$ cat src/rtl/uart_pkg.sv
// Shared definitions for the UART transmit queue: drain FSM states and default depth.
package uart_pkg;

    localparam int DEFAULT_TXQ_DEPTH_LOG2 = 4;

    typedef enum logic [1:0] {
        IDLE   = 2'd0,
        LAUNCH = 2'd1,
        HOLD   = 2'd2
    } drain_state_t;

endpackage

$ cat src/rtl/uart_fifo_mem.sv
// Circular byte FIFO for the UART transmit queue: storage, wrapping pointers and occupancy count.
// Pushes while full are dropped; full is decoded from the pre-edge count.
module uart_fifo_mem #(
    parameter int DEPTH_LOG2 = 4
) (
    input  logic                  clk,
    input  logic                  reset,
    input  logic                  push,
    input  logic [7:0]            din,
    input  logic                  pop,
    output logic [7:0]            head,
    output logic [DEPTH_LOG2:0]   count,
    output logic                  full,
    output logic                  empty
);

    localparam int                   DEPTH    = 1 << DEPTH_LOG2;
    localparam int                   CNT_W    = DEPTH_LOG2 + 1;
    localparam logic [CNT_W-1:0]     FULL_CNT = {1'b1, {DEPTH_LOG2{1'b0}}};
    localparam logic [CNT_W-1:0]     CNT_ZERO = CNT_W'(0);
    localparam logic [CNT_W-1:0]     CNT_ONE  = CNT_W'(1);
    localparam logic [DEPTH_LOG2-1:0] PTR_ZERO = DEPTH_LOG2'(0);
    localparam logic [DEPTH_LOG2-1:0] PTR_ONE  = DEPTH_LOG2'(1);

    logic [7:0]            mem [DEPTH];
    logic [DEPTH_LOG2-1:0] rd_ptr_r;
    logic [DEPTH_LOG2-1:0] wr_ptr_r;
    logic [CNT_W-1:0]      count_r;
    logic                  do_push_s;
    logic                  do_pop_s;

    assign full      = (count_r == FULL_CNT);
    assign empty     = (count_r == CNT_ZERO);
    assign count     = count_r;
    assign head      = mem[rd_ptr_r];
    assign do_push_s = push & ~full;
    assign do_pop_s  = pop & ~empty;

    // Storage write; contents are never reset, validity is tracked by count
    always_ff @(posedge clk) begin
        if (do_push_s) begin
            mem[wr_ptr_r] <= din;
        end
    end

    // Pointer and occupancy update; simultaneous push and pop leaves count unchanged
    always_ff @(posedge clk or posedge reset) begin
        if (reset) begin
            rd_ptr_r <= PTR_ZERO;
            wr_ptr_r <= PTR_ZERO;
            count_r  <= CNT_ZERO;
        end else begin
            if (do_push_s) begin
                wr_ptr_r <= wr_ptr_r + PTR_ONE;
            end else begin
                wr_ptr_r <= wr_ptr_r;
            end
            if (do_pop_s) begin
                rd_ptr_r <= rd_ptr_r + PTR_ONE;
            end else begin
                rd_ptr_r <= rd_ptr_r;
            end
            case ({do_push_s, do_pop_s})
                2'b10:   count_r <= count_r + CNT_ONE;
                2'b01:   count_r <= count_r - CNT_ONE;
                default: count_r <= count_r;
            endcase
        end
    end

endmodule

$ cat src/rtl/uart_txq.sv
// UART transmit queue: byte FIFO drained by an IDLE/LAUNCH/HOLD FSM into a downstream transmitter.
// Optional sticky overflow flag (ovf/ovf_clr) is built only when UART_TXQ_OVF_EN is defined.
module uart_txq
    import uart_pkg::*;
#(
    parameter int DEPTH_LOG2 = DEFAULT_TXQ_DEPTH_LOG2
) (
    input  logic                  clk,
    input  logic                  reset,
    input  logic                  wr,
    input  logic [7:0]            tx_data,
    output logic                  full,
    output logic                  empty,
    output logic [DEPTH_LOG2:0]   count,
    output logic                  uart_wr,
    output logic [7:0]            uart_dat,
    input  logic                  uart_busy
`ifdef UART_TXQ_OVF_EN
    ,
    output logic                  ovf,
    input  logic                  ovf_clr
`endif
);

    drain_state_t state_r;
    logic         uart_wr_r;
    logic [7:0]   uart_dat_r;
    logic [7:0]   head_s;
    logic         pop_s;

    // The byte leaves the FIFO in the same cycle it is presented with uart_wr
    assign pop_s    = (state_r == LAUNCH);
    assign uart_wr  = uart_wr_r;
    assign uart_dat = uart_dat_r;

    uart_fifo_mem #(
        .DEPTH_LOG2 (DEPTH_LOG2)
    ) u_fifo (
        .clk   (clk),
        .reset (reset),
        .push  (wr),
        .din   (tx_data),
        .pop   (pop_s),
        .head  (head_s),
        .count (count),
        .full  (full),
        .empty (empty)
    );

    // Drain FSM; HOLD spends one cycle so the transmitter's busy has time to rise
    always_ff @(posedge clk or posedge reset) begin
        if (reset) begin
            state_r   <= IDLE;
            uart_wr_r <= 1'b0;
        end else begin
            case (state_r)
                IDLE: begin
                    if (!empty && !uart_busy) begin
                        state_r   <= LAUNCH;
                        uart_wr_r <= 1'b1;
                    end else begin
                        state_r   <= IDLE;
                        uart_wr_r <= 1'b0;
                    end
                end
                LAUNCH: begin
                    state_r   <= HOLD;
                    uart_wr_r <= 1'b0;
                end
                HOLD: begin
                    state_r   <= IDLE;
                    uart_wr_r <= 1'b0;
                end
                default: begin
                    state_r   <= IDLE;
                    uart_wr_r <= 1'b0;
                end
            endcase
        end
    end

    // Output byte tracks the head; the head cannot move before LAUNCH, so it is valid with uart_wr
    always_ff @(posedge clk or posedge reset) begin
        if (reset) begin
            uart_dat_r <= 8'h00;
        end else begin
            uart_dat_r <= head_s;
        end
    end

`ifdef UART_TXQ_OVF_EN
    logic ovf_r;
    logic drop_s;

    assign drop_s = wr & full;
    assign ovf    = ovf_r;

    // Sticky overflow; a drop in the same cycle as a clear keeps the flag set
    always_ff @(posedge clk or posedge reset) begin
        if (reset) begin
            ovf_r <= 1'b0;
        end else if (drop_s) begin
            ovf_r <= 1'b1;
        end else if (ovf_clr) begin
            ovf_r <= 1'b0;
        end else begin
            ovf_r <= ovf_r;
        end
    end
`endif

endmodule

$ cat config.mk
export PLATFORM = sky130hd
export DESIGN_NAME = uart_txq
export DESIGN_NICKNAME = d
export VERILOG_FILES = /design/src/rtl/uart_pkg.sv /design/src/rtl/uart_fifo_mem.sv /design/src/rtl/uart_txq.sv
export SDC_FILE = /design/constraint.sdc
export NUM_CORES = 1
export LEC_CHECK = 0
export BUFFER_PORTS_ARGS = -buffer_cell sky130_fd_sc_hd__buf_2
export CAP_MARGIN = 20
export CORE_ASPECT_RATIO = 0.7
export CORE_MARGIN = 2
export CORE_UTILIZATION = 60
export CTS_CLUSTER_DIAMETER = 50
export CTS_CLUSTER_SIZE = 25
export DETAILED_ROUTE_END_ITERATION = 8
export MAX_ROUTING_LAYER = met4
export PLACE_DENSITY = 0.83
export SYNTH_ARGS = -nofsm -noshare
export SYNTH_HDL_FRONTEND = slang
export SYNTH_SLANG_ARGS = --single-unit
$ cat constraint.sdc
create_clock -name clk -period 2.7 [get_ports clk]
set_clock_uncertainty 0.05 [all_clocks]
set_input_delay 0.27 -clock clk [delete_from_list [all_inputs] [get_ports clk]]
set_output_delay 0.27 -clock clk [all_outputs]
set_load 0.05 [all_outputs]
==> results_dict.tcl <==
set metrics [dict create \
    arrival_ns 2.65 \
    final_area_um2 7140 \
    cts_tree "yes" \
    wirelength_mm 12.6 \
    total_power_w 0.00832 \
    relSlewSlack_pct 39.7 \
    setup_tns_ns 0 \
    cpMostUsedCell "xor2_1" \
    switchingPower_w 0.00292 \
    post_dp_cell_area_um2 6530 \
    p_seq_share_pct 39.1 \
    routed-via-count 3318 \
    synthCells 341 \
    grt_pass1_vias 3285 \
    timing.fmax_mhz 416 \
    globalplace.congestion 0.805 \
    worst_pin_slew_ns 0.904 \
    num_io_pins 28 \
    nFillCells 587 \
    layout.nets 416 \
    dp.final_hpwl_mm 8.19 \
    criticalPathCategory "flip-flop to flip-flop" \
    cp_slowest_cell "dfrtp_2" \
    p_leak_nw 2.62 \
    area_growth_syn_to_layout_pct 16.1 \
    min_path_type "input pin to asynchronous set/reset pin" \
    cts.sinks 152 \
    violations "negative hold slack" \
    start_util_pct 62.6 \
    post_cts_resized 0 \
    ys_types 40 \
    cpPeakStageDelay_ns 0.48 \
    grt_max_degree 32 \
    yosys_warnings 0 \
    path_clk_slew_ns 0.06 \
    postCtsSetupBuffers 0 \
    ys_seq_area_share_pct 72.2 \
    setup-violations-final 0 \
    drt_iter0_drc 353 \
    clockRootBuffer "clkbuf_16" \
    fin_crit_sh_pct 89.1 \
    worstPathRequired_ns 2.95 \
    clkLatencyLatePin_ns 0.42 \
    cap_violations 0 \
    h-tree-depth 4 \
    grtUsageTotal_pct 25.5 \
    rsz0062_at_grt "false" \
    pre_cts_slack_ns 0.315 \
    antenna_found_initial 1 \
    synth_area_um2 6150 \
    die_w_um 125 \
    syn_nets 361 \
    drive_above_1_share_pct 29.1 \
    status "finished with violations" \
    wl_per_cell_um 23.5 \
    ys_ff_latch 152 \
    rows 30 \
    finalHoldViolations 15 \
    dieArea_um2 11100 \
    p_clk_share_pct 28.5 \
    start_kind "flip-flop" \
    synth.top_cell.area_share_pct 62.5 \
    first_pass_iters 5 \
    port_buffers 27 \
    dieHeight_um 88.7 \
    clock_path_buffers 2 \
    slew_violations 0 \
    yosys.area.top_type "edfxtp_1" \
    worst_setup_path_end_kind "flip-flop" \
    grt_remaining_overflow 0 \
    via_per_inst 6.17 \
    whs_ns -0.0106 \
    grt_pass1_wl_mm 19.2 \
    ir_worst_vdd_mv 0.917 \
    fin_crit_ns 2.41 \
    fin_ws_ns 0.293 \
    avgSynthCellArea_um2 18.0 \
    numCtsBuffers 17 \
    core_area_um2 9830 \
    synth_area_leaders "edfxtp_1 62%, dfrtp_1 9.8%, mux4_2 5.9%" \
    crit_fanout 8 \
    powerDensity_nw_per_um2 1160 \
    p_sw_share_pct 35.1 \
    p_int_w 0.00540 \
    crit_chain "nor4_4 > a21boi_2 > ha_1 > xor2_1 > ha_1 > a21oi_1 > xor2_1 > nor2_1 > xor2_1" \
    drc 0 \
    ant_nets 0 \
    combPwrFrac_pct 32.4 \
]
cell usage after synthesis, drive strengths merged:
master / number
a221oi: 16
nand3: 1
and3b: 1
a21boi: 2
o21ai: 11
nor2: 13
a31oi: 1
nand4: 1
mux2i: 32
a21o: 1
nor2b: 4
clkbuf: 2
xnor2: 7
nand2: 15
nor3: 5
nor4: 3
edfxtp: 128
ha: 8
and2: 3
xor2: 5
mux2: 2
a21oi: 1
nand3b: 1
dfrtp: 24
o22ai: 1
mux4: 16
inv: 6
buf: 17
o31ai: 1
or2: 1
nand2b: 2
a22oi: 10
area by class of cell:
type	instances	area, um^2	share of cell area (%)
clock buffer	17	425	5.96
sequential	152	4450	62.3
timing repair buffer	55	360	5.05
inverter	6	22.5	0.315
antenna	1	2.50	0.0350
tap	128	160	2.24
clock inverter	15	176	2.47
multi-input combinational	164	1550	21.7
worst max-delay path, delay by kind of cell (launching register included):
kind / cells / cell delay, ns
compound gates: 2 / 0.33
simple gates: 2 / 0.47
xor+xnor: 3 / 0.48
flops: 1 / 0.48
fa+ha+maj: 2 / 0.47
power groups by stage:
stage / combinational (W) / clock [W] / sequential (W)
final: 0.00269 / 0.00237 / 0.00325
after detailed placement: 0.00265 / 0 / 0.00328
after global routing: 0.00288 / 0.00251 / 0.00328
after floorplan: 0.00177 / 0 / 0.00347
after global placement: 0.00256 / 0 / 0.00325
after CTS: 0.00270 / 0.00240 / 0.00324
metrics by stage:
stage | hold WS [ns] | utilization (%) | instances
final | -0.0106 | 72.6 | 538
after global routing | 0.0886 | 72.6 | 538
after CTS | 0.0398 | 72.6 | 537
after detailed placement | 0.401 | 66.4 | 504
after global placement | 0.385 | 66.4 | 504
after floorplan | 0.234 | - | 341
flip-flops by register name, indices dropped and copies added (netlist names):
name	flops
u_fifo.mem	128
uart_dat	8
u_fifo.count	5
u_fifo.rd_ptr_r	4
u_fifo.wr_ptr_r	4
state_r	2
uart_wr	1
cells by family after synthesis:
group | after synthesis | share of synthesized area [%]
adder cells (fa/ha/maj) | 8 | 1.63
AO/OA/AOI/OAI | 44 | 6.20
multiplexers | 50 | 11.4
XOR/XNOR | 12 | 1.71
AND/OR/NAND/NOR | 50 | 4.17
buffers and inverters | 25 | 2.62
flip-flops | 152 | 72.2
final timing paths:
path	startpoint	endpoint	slack [ns]	depth (start not counted)
max	u_fifo.count[1]$_DFFE_PP0P_	u_fifo.count[2]$_DFFE_PP0P_	0.29	9
min	reset	state_r[1]$_DFF_PP0_	-0.01	2
max reg2reg	u_fifo.count[1]$_DFFE_PP0P_	u_fifo.count[2]$_DFFE_PP0P_	0.29	9
min reg2reg	state_r[0]$_DFF_PP0_	uart_wr$_DFF_PP0_	0.41	1
max in group asynchronous	reset	u_fifo.count[2]$_DFFE_PP0P_	1.99	2
min in group clk	tx_data[4]	u_fifo.mem[8][4]$_DFFE_PP_	0.19	1
cells in the final DEF, fill, tap and decap left out, types with 5 or more instances in the layout:
cell type,count
dfrtp_1,21
o21ai_0,10
inv_1,6
nor3_1,5
nor2_1,13
nand2_1,14
a221oi_2,9
ha_1,8
xor2_1,5
mux4_2,16
clkbuf_16,17
buf_4,26
mux2i_1,32
edfxtp_1,128
clkinvlp_4,5
buf_2,27
a221oi_1,7
xnor2_1,7
a22oi_1,10
routing by layer:
layer	track usage [%]	wire length [um]	up-vias	part of all wire (%)
li1	-	-	1456	-
met1	33.4	5230	1698	41
met2	39.3	6100	151	48
met3	8.65	1150	13	9.1
met4	6.46	148	0	1.2
met5	-	0	-	0
what timing repair did:
action | CTS | global route
hold buffers | 1 | 0
endpoints found under the hold margin | 2 | 0
endpoints found under the setup margin | 0 | 0
Note: power is estimated with default switching activity, not from simulation.
